--- src/rtl/hazard_scoreboard.sv ---
// hazard_scoreboard
//   Central hazard unit for the 5-stage core. It selects operand bypasses for
//   the instruction in EXE, interlocks decode on load-use RAW hazards (with a
//   configurable load latency), and interlocks on RAW/WAW hazards against
//   variable-latency long ops (mul/div) that are tracked by a per-register
//   scoreboard. It also fans out branch flushes.
//
// Ports
//   clk, rst                   core clock, asynchronous active-high reset
//   dec_*                      decode-stage instruction fields
//   exe_a1, exe_a2             source registers of the instruction in EXE
//   mem_rd/mem_wr, wb_rd/wb_wr destination and write enable in MEM / WB
//   branch_taken               taken branch/jump resolved in MEM
//   long_done, long_done_rd    long unit write-back pulse and its register
//   fwd_rs1, fwd_rs2           bypass select: 0 reg file, 1 MEM, 2 WB
//   stall_fetch, stall_decode  hold fetch and decode
//   flush_decode/exe/mem       squash the named stage
//   long_outstanding           number of long ops in flight
module hazard_scoreboard #(
  parameter int NUM_REGS     = 32,
  parameter int LOAD_LATENCY = 1,
  parameter int MAX_LONG_OPS = 2,
  localparam int RA_W        = $clog2(NUM_REGS),
  localparam int CW          = $clog2(MAX_LONG_OPS + 1)
) (
  input  logic            clk,
  input  logic            rst,
  input  logic            dec_valid,
  input  logic [RA_W-1:0] dec_rs1,
  input  logic [RA_W-1:0] dec_rs2,
  input  logic            dec_rs1_used,
  input  logic            dec_rs2_used,
  input  logic [RA_W-1:0] dec_rd,
  input  logic            dec_rd_wr,
  input  logic            dec_is_load,
  input  logic            dec_is_long,
  input  logic [RA_W-1:0] exe_a1,
  input  logic [RA_W-1:0] exe_a2,
  input  logic [RA_W-1:0] mem_rd,
  input  logic            mem_wr,
  input  logic [RA_W-1:0] wb_rd,
  input  logic            wb_wr,
  input  logic            branch_taken,
  input  logic            long_done,
  input  logic [RA_W-1:0] long_done_rd,
  output logic [1:0]      fwd_rs1,
  output logic [1:0]      fwd_rs2,
  output logic            stall_fetch,
  output logic            stall_decode,
  output logic            flush_decode,
  output logic            flush_exe,
  output logic            flush_mem,
  output logic [CW-1:0]   long_outstanding
);

  typedef enum logic [1:0] {
    FWD_REG_FILE  = 2'd0,
    FWD_MEMORY    = 2'd1,
    FWD_WRITEBACK = 2'd2
  } fwd_sel_e;

  // Load tracking pipe: entry 0 is the load currently in EXE. Only the entries
  // whose result is still unavailable are kept; once a load has moved past
  // entry LOAD_LATENCY-1 its result is reachable through the bypass network.
  logic [LOAD_LATENCY-1:0] ld_vld;
  logic [RA_W-1:0]         ld_rd [LOAD_LATENCY];

  logic [NUM_REGS-1:0]     sb_pend;     // bit 0 is never set
  logic                    exe_long_vld;
  logic [RA_W-1:0]         exe_long_rd;

  logic                    hz;
  logic                    issue;
  logic                    raw_ld;
  logic                    raw_lng;
  logic                    waw_lng;
  logic                    struct_hz;
  logic                    long_set;
  logic                    done_clr;
  logic                    squash_clr;

  function automatic fwd_sel_e fwd_pick(input logic [RA_W-1:0] src);
    if (mem_wr && mem_rd != '0 && mem_rd == src)     return FWD_MEMORY;
    else if (wb_wr && wb_rd != '0 && wb_rd == src)   return FWD_WRITEBACK;
    else                                             return FWD_REG_FILE;
  endfunction

  // NOTE: every signal assigned in always_comb gets a default first so no
  // path can leave it unassigned and infer a latch.
  always_comb begin
    fwd_rs1 = fwd_pick(exe_a1);
    fwd_rs2 = fwd_pick(exe_a2);

    raw_ld = 1'b0;
    for (int i = 0; i < LOAD_LATENCY; i++) begin
      if (ld_vld[i] && ld_rd[i] != '0) begin
        if ((dec_rs1_used && dec_rs1 == ld_rd[i]) ||
            (dec_rs2_used && dec_rs2 == ld_rd[i]))
          raw_ld = 1'b1;
      end
    end

    // Uses the registered scoreboard, so a long_done this cycle on the same
    // register still stalls; the release is seen the following cycle.
    raw_lng   = (dec_rs1_used && sb_pend[dec_rs1]) ||
                (dec_rs2_used && sb_pend[dec_rs2]);
    waw_lng   = dec_rd_wr && sb_pend[dec_rd];
    struct_hz = dec_is_long && (long_outstanding == CW'(MAX_LONG_OPS)) && !long_done;

    hz           = dec_valid && (raw_ld || raw_lng || waw_lng || struct_hz);
    stall_fetch  = hz && !branch_taken;
    stall_decode = hz && !branch_taken;
    flush_decode = branch_taken;
    flush_mem    = branch_taken;
    flush_exe    = hz || branch_taken;

    issue    = dec_valid && !stall_decode && !branch_taken;
    long_set = issue && dec_is_long && dec_rd != '0;
    done_clr = long_done && sb_pend[long_done_rd];
    // A long op squashed in EXE by a branch gives back its slot, unless its
    // completion pulse already retired that same entry this cycle.
    squash_clr = branch_taken && exe_long_vld && sb_pend[exe_long_rd] &&
                 !(done_clr && long_done_rd == exe_long_rd);
  end

  // NOTE: sequential state uses non-blocking assignments so every register
  // samples the pre-edge values regardless of statement order.
  always_ff @(posedge clk or posedge rst) begin
    if (rst) begin
      ld_vld           <= '0;
      for (int i = 0; i < LOAD_LATENCY; i++) ld_rd[i] <= '0;
      sb_pend          <= '0;
      exe_long_vld     <= 1'b0;
      exe_long_rd      <= '0;
      long_outstanding <= '0;
    end else begin
      // issue is already low on a stall or branch, giving a bubble in entry 0.
      ld_vld[0] <= issue && dec_is_load && dec_rd_wr;
      ld_rd[0]  <= dec_rd;
      for (int i = 1; i < LOAD_LATENCY; i++) begin
        ld_vld[i] <= ld_vld[i-1];
        ld_rd[i]  <= ld_rd[i-1];
      end

      begin
        logic [NUM_REGS-1:0] pend_n;
        pend_n = sb_pend;
        if (done_clr)              pend_n[long_done_rd] = 1'b0;
        if (branch_taken && exe_long_vld) pend_n[exe_long_rd] = 1'b0;
        if (long_set)              pend_n[dec_rd] = 1'b1;
        pend_n[0] = 1'b0;
        sb_pend <= pend_n;
      end

      exe_long_vld     <= long_set;
      exe_long_rd      <= dec_rd;
      long_outstanding <= long_outstanding + CW'(long_set)
                          - CW'(done_clr) - CW'(squash_clr);
    end
  end

endmodule

--- config.mk ---
export PLATFORM = sky130hd
export DESIGN_NAME = hazard_scoreboard
export DESIGN_NICKNAME = d
export VERILOG_FILES = /design/src/rtl/hazard_scoreboard.sv
export SDC_FILE = /design/constraint.sdc
export NUM_CORES = 1
export LEC_CHECK = 0
export BUFFER_PORTS_ARGS = -buffer_cell sky130_fd_sc_hd__buf_2
export CAP_MARGIN = 20
export CORE_MARGIN = 4
export CORE_UTILIZATION = 58
export CTS_BUF_LIST = sky130_fd_sc_hd__clkbuf_4 sky130_fd_sc_hd__clkbuf_8 sky130_fd_sc_hd__clkbuf_16
export CTS_CLUSTER_DIAMETER = 40
export CTS_CLUSTER_SIZE = 16
export DETAILED_ROUTE_END_ITERATION = 8
export GPL_TIMING_DRIVEN = 0
export MAX_ROUTING_LAYER = met4
export PLACE_DENSITY = 0.93
export SLEW_MARGIN = 15
export SYNTH_ARGS = -nofsm -noshare
export SYNTH_HDL_FRONTEND = slang
export SYNTH_SLANG_ARGS = --single-unit
--- constraint.sdc ---
create_clock -name clk -period 3.9 [get_ports clk]
set_clock_uncertainty 0.05 [all_clocks]
set_input_delay 0.39 -clock clk [delete_from_list [all_inputs] [get_ports clk]]
set_output_delay 0.39 -clock clk [all_outputs]
set_load 0.01 [all_outputs]
After elaboration in Yosys (flattened, before gate mapping)
Index checks and enable logic that the tools add are counted.

word-level totals
  output and inout port bits = 11
  latch bits = 0
  ROM bits = 0
  bits in registers = 40
  memories = 0
  bits in writable memories = 0

cells by class
  shifts and indexed selects = 0
  muxes and demuxes = 25
  divide/modulo/power cells = 0
  eq/ne operators = 8
  add/subtract/negate cells = 3
  multiply operators = 0
  reductions and logical operators = 44
  magnitude comparators = 8
  bitwise gates (word level) = 5

operator list
  operator                                                                              count
  32-bit two-way mux                                                                    3
  32-bit AND                                                                            2
  32-bit NOT                                                                            2
  5-bit equality test                                                                   7
  32-bit bitwise OR                                                                     1
  1-bit logical AND                                                                     30
  5-bit by 6-bit less-than comparator with 1-bit output (second input constant)         5
  1-bit binary-select mux with 5-bit select                                             5
  5-bit nonzero test                                                                    4
  1-bit demux with 5-bit select                                                         3
  5-bit by 1-bit greater-or-equal comparator with 1-bit output (second input constant)  3
  1-bit two-way mux                                                                     10
  2-bit two-way mux                                                                     4
  1-bit logical OR                                                                      6
  1-bit zero test                                                                       4
  2-bit by 1-bit subtractor with 2-bit output                                           2
  2-bit by 1-bit adder with 2-bit output                                                1
  2-bit equality test (second input constant)                                           1

Logic depth before layout (Yosys ltp)
  depth after elaboration = 18
  gate-level depth with buffers = 13
  depth with buffers taken out = 11

Least setup slack after synthesis
Ideal clock, no wire load.

  path type = input to register
  start = input port long_done_rd[0]
  end = register long_outstanding[1]
  arrival time = 3.348 ns
  stages = 11
  slack = 0.422 ns
  required time = 3.770 ns
  cells stage by stage = clkbuf_1 -> mux4_2 -> a32o_1 -> a211o_1 -> o41ai_1 -> clkbuf_1 -> o41ai_1 -> fa_1 -> nand2_1 -> nor3_1 -> xnor2_1

between the ends
  word-level cells in the longest chain between the ends = 7
  elaborated cells between the ends (all ways) = 9
  classes of those cells = add/sub (2); eq/ne (1); mux (2); reduce/logical (4)

RTL lines
  element                                                                              line  text
  start: declaration                                                                   45    input logic [RA_W-1:0] long_done_rd,
  branches (longest 6 deep; another with 2-bit by 1-bit subtractor with 2-bit output)  -
  2-bit by 1-bit subtractor with 2-bit output (*)                                      158   - CW'(done_clr) - CW'(squash_clr);
  end signal: assignment                                                               157   long_outstanding <= long_outstanding + CW'(long_set)
  end: declaration                                                                     53    output logic [CW-1:0] long_outstanding

Mark *: on every way between the ends. The select of a mux whose other input is x is not followed.

Worst setup path after layout
  start = register sb_pend[9]
  end = output port stall_fetch

between the ends
  word-level cells in the longest chain between the ends = 9
  elaborated cells between the ends (all ways) = 15
  classes of those cells = mux (6); reduce/logical (9)

RTL lines
  element                                                              line      text
  start: declaration                                                   68        logic [NUM_REGS-1:0] sb_pend;
  start signal: assignment                                             152       sb_pend <= pend_n;
  1-bit binary-select mux with 5-bit select, on equally long branches  105, 106
  1-bit two-way mux, on equally long branches                          105, 106
  1-bit logical AND, on equally long branches                          105, 106
  1-bit logical OR                                                     105       raw_lng = (dec_rs1_used && sb_pend[dec_rs1]) ||
  1-bit logical OR                                                     110       hz = dec_valid && (raw_ld || raw_lng || waw_lng || struct_hz);
  1-bit logical OR (*) (2 in series)                                   110
  1-bit logical AND (*)                                                110
  1-bit logical AND (*)                                                111       stall_fetch = hz && !branch_taken;
  end: declaration                                                     48        output logic stall_fetch,

Every way passes the cells marked *; elsewhere a longest branch is shown, timed or not. The select of a mux whose other input is x is not followed.

==> out/qor.csv <==
metric,value,unit
run status,"finished, final reports clean",
Initial DRC Count,654,
starting density of the core,60.69,%
crit path max-delay cell type,mux4_1,
Critical Path Fanout Max,10,
Clock Latency Late Sink,0.30,ns
"Setup Fix Bufs, Post-CTS",0,
CTS tree,done,
CP Launch Type,flip-flop,
share of layout cells above drive strength 1,25.28,%
crit end category,output pin,
worst slew pin tran,0.6478,ns
Final ANT Viol Nets,0,
Post-Synth Simple-Gate Area,16.21,%
Yosys warning count,0,
Tightest Hold Check Type,in -> async,
Boundary Pins,63,
LEAKAGE,1.693,nW
drt pass-1 iters,5,
WP data arrival,3.31,ns
vias in the first global route,3881,
Antenna Cells,0,
DR vias,3949,
Nets,499,
chip height,89.98,um
TritonCTS Buffers,5,
ys async rst share,100.0,%
Slew HR,56.81,%
Hold WS,0.03146,ns
vias per cell,7.536,
Compound-Gate Fraction of Synth Area,19.26,%
Placer Congestion,1.048,
Max rail drop VDD,0.2681,mV
"Avg Cell Area, Syn",10.12,um^2
r2r setup slk,0.30,ns
global-route wire length before repair,20250,um
Pwr per Cell Area,309.6,nW/um^2
port buffer count,53,
syn nets,438,
Final Cell Area,4375,um^2
most frequent cells in the layout,"buf_2 (55), dfrtp_1 (40), o31ai_1 (30)",
area added between synthesis and finish,12.26,%
Yosys reg bits,40,
worst stage delay on the critical path,0.54,ns
most common flop cell mapped by yosys,dfrtp_1,
number of enable flip-flop cells after synthesis,0,
GRT Total Usage,32.41,%
register area share after synthesis,25.68,%
RSZ-0062 raised after global routing,false,
xor/xnor share of the synthesized area,8.539,%
post-synthesis cell count,385,
mux share of post-synthesis cell area,23.05,%
GR Overflow Total,0,
buffer levels on the longest clock path,2,
Critical Path RT,3.46,ns
Mapped Area,3897,um^2
FF-to-FF Start,sb_pend[19],
total chip power,1.354,mW
max cap viols,0,
WS Path Type,reg -> out,
DR WL/cell,24.41,um
Core Area,6422,um^2
Final period util,96.15,%
endpoints failing hold,0,
Yosys top cell area share,25.68,%
pins over their slew limit,0,
final setup vio count,0,
largest net degree at the start of global routing,25,
"Reg clk slew, reported paths",0.08,ns
"commonest non-fill, non-tap cell in the layout",buf_2,
die width,89.98,um
maximum clock frequency,266.7,MHz
R2R depth,10,
worst reg2reg endpoint,long_outstanding[1],
final core utilization,68.13,%
synth unique cells,59,
top post-synthesis cells by area,"dfrtp_1 (26%), mux4_2 (15%), xor2_1 (5.8%)",
CTS Sinks,40,
total wire length,12790,um
leading area contributor after synthesis,dfrtp_1,
DP Wirelength,9727,um
cells along the critical path,mux4_1 > mux4_2 > and2_4 > o211ai_2 > nand4b_2 > or2_1 > buf_6 > buf_8 > and2_1 > buf_4 > buf_2,
Crit. Startpoint,sb_pend[9],
Root Driver,clkbuf_8,
min cycle time layout,3.750,ns
Post-Synth Adder-Cell Area,0.5136,%
crit path to,stall_fetch,
combinational family with the most area after synthesis,multiplexers,
# DRC,0,
htree depth,2,
row count,29,
die area,8096,um^2
DP Area,4287,um^2
antenna violations before repair,0,
critical path: cells and delay by family, from the launching register on:
kind | cells | cell delay, ns
AO/OA/AOI/OAI | 1 | 0.16
buffers and inverters | 4 | 0.54
flip-flops | 1 | 0.51
multiplexers | 2 | 1.01
AND/OR/NAND/NOR | 4 | 0.78
worst min-delay path by stage:
stage | start | to | slack [ns]
finish | rst | sb_pend[5] | 0.03
global route | rst | sb_pend[5] | 0.06
CTS | rst | sb_pend[5] | 0.04
detailed placement | rst | sb_pend[5] | 0.36
global placement | dec_rd[1] | exe_long_rd[1] | 0.47
floorplan | dec_rd[0] | exe_long_rd[0] | 0.37
cell type report:
type | count | area, um^2
Multi-Input combinational cell | 292 | 2634
Fill cell | 474 | 2047
Sequential cell | 40 | 1001
Timing Repair Buffer | 54 | 292.8
Buffer | 42 | 222.7
Tap cell | 77 | 96.34
Clock buffer | 5 | 68.82
Inverter | 11 | 41.29
Clock inverter | 3 | 18.77
flip-flops by register name, summed over array words and instances (netlist names):
name,cells
sb_pend,31
exe_long_vld,1
exe_long_rd,5
long_outstanding,2
ld_vld,1
cells by family after synthesis:
| logic type | count (synthesis) |
|---|---|
| compound gates | 97 |
| xor+xnor | 38 |
| fa+ha+maj | 1 |
| buf+inv | 53 |
| flops | 40 |
| mux | 47 |
| simple gates | 109 |
cells in the mapped netlist (2+ instances only):
library cell	n
a21oi_1	4
a221oi_1	2
a22oi_1	2
a311oi_1	2
a31oi_1	3
buf_1	5
buf_2	2
buf_4	3
buf_6	2
buf_8	3
clkbuf_1	26
dfrtp_1	40
inv_1	11
mux2_2	4
mux2i_1	11
mux4_1	6
mux4_2	26
nand2_1	18
nand2b_1	2
nand3_1	16
nand3b_1	9
nand4_1	3
nor2_1	12
nor2b_1	10
nor3_1	4
nor4_1	8
o211ai_1	5
o21ai_0	7
o221ai_1	25
o22ai_1	3
o31ai_1	30
o32ai_1	2
o41ai_1	3
or3_1	10
or3b_2	3
or4_1	4
xnor2_1	12
xor2_1	26
report_power, final:
part / internal [mW] / total [mW] / switching (mW) / leakage [nW]
clock network: 0.125 / 0.274 / 0.149 / 0.0479
registers: 0.471 / 0.578 / 0.107 / 0.528
logic: 0.251 / 0.503 / 0.251 / 1.12
total: 0.847 / 1.35 / 0.508 / 1.69
stage by stage:
| stage | TNS [ns] | instances | setup WS, ns |
|---|---|---|---|
| 2_1_floorplan | 0 | 385 | 0.4221 |
| 3_3_place_gp | -0.1663 | 515 | -0.1663 |
| 3_5_place_dp | -0.1634 | 516 | -0.1634 |
| 4_1_cts | 0 | 524 | 0.1256 |
| 5_1_grt | 0 | 524 | 0.05370 |
| 6_report | 0 | 524 | 0.1501 |
metal layers:
layer  GRT usage, %  wire, um  share of wire [%]
met3          6.678      1725                 13
met2          50.56      6044                 47
met4          12.63       365                2.9
met1          41.89      4657                 36
met5              -         0                  0
what timing repair did:
item                                    in CTS  in global routing
hold buffers                                 0                  0
resized for setup                            0                  2
endpoints found under the setup margin       0                  1
endpoints found under the hold margin        0                  0
(Power assumes the default switching activity.)
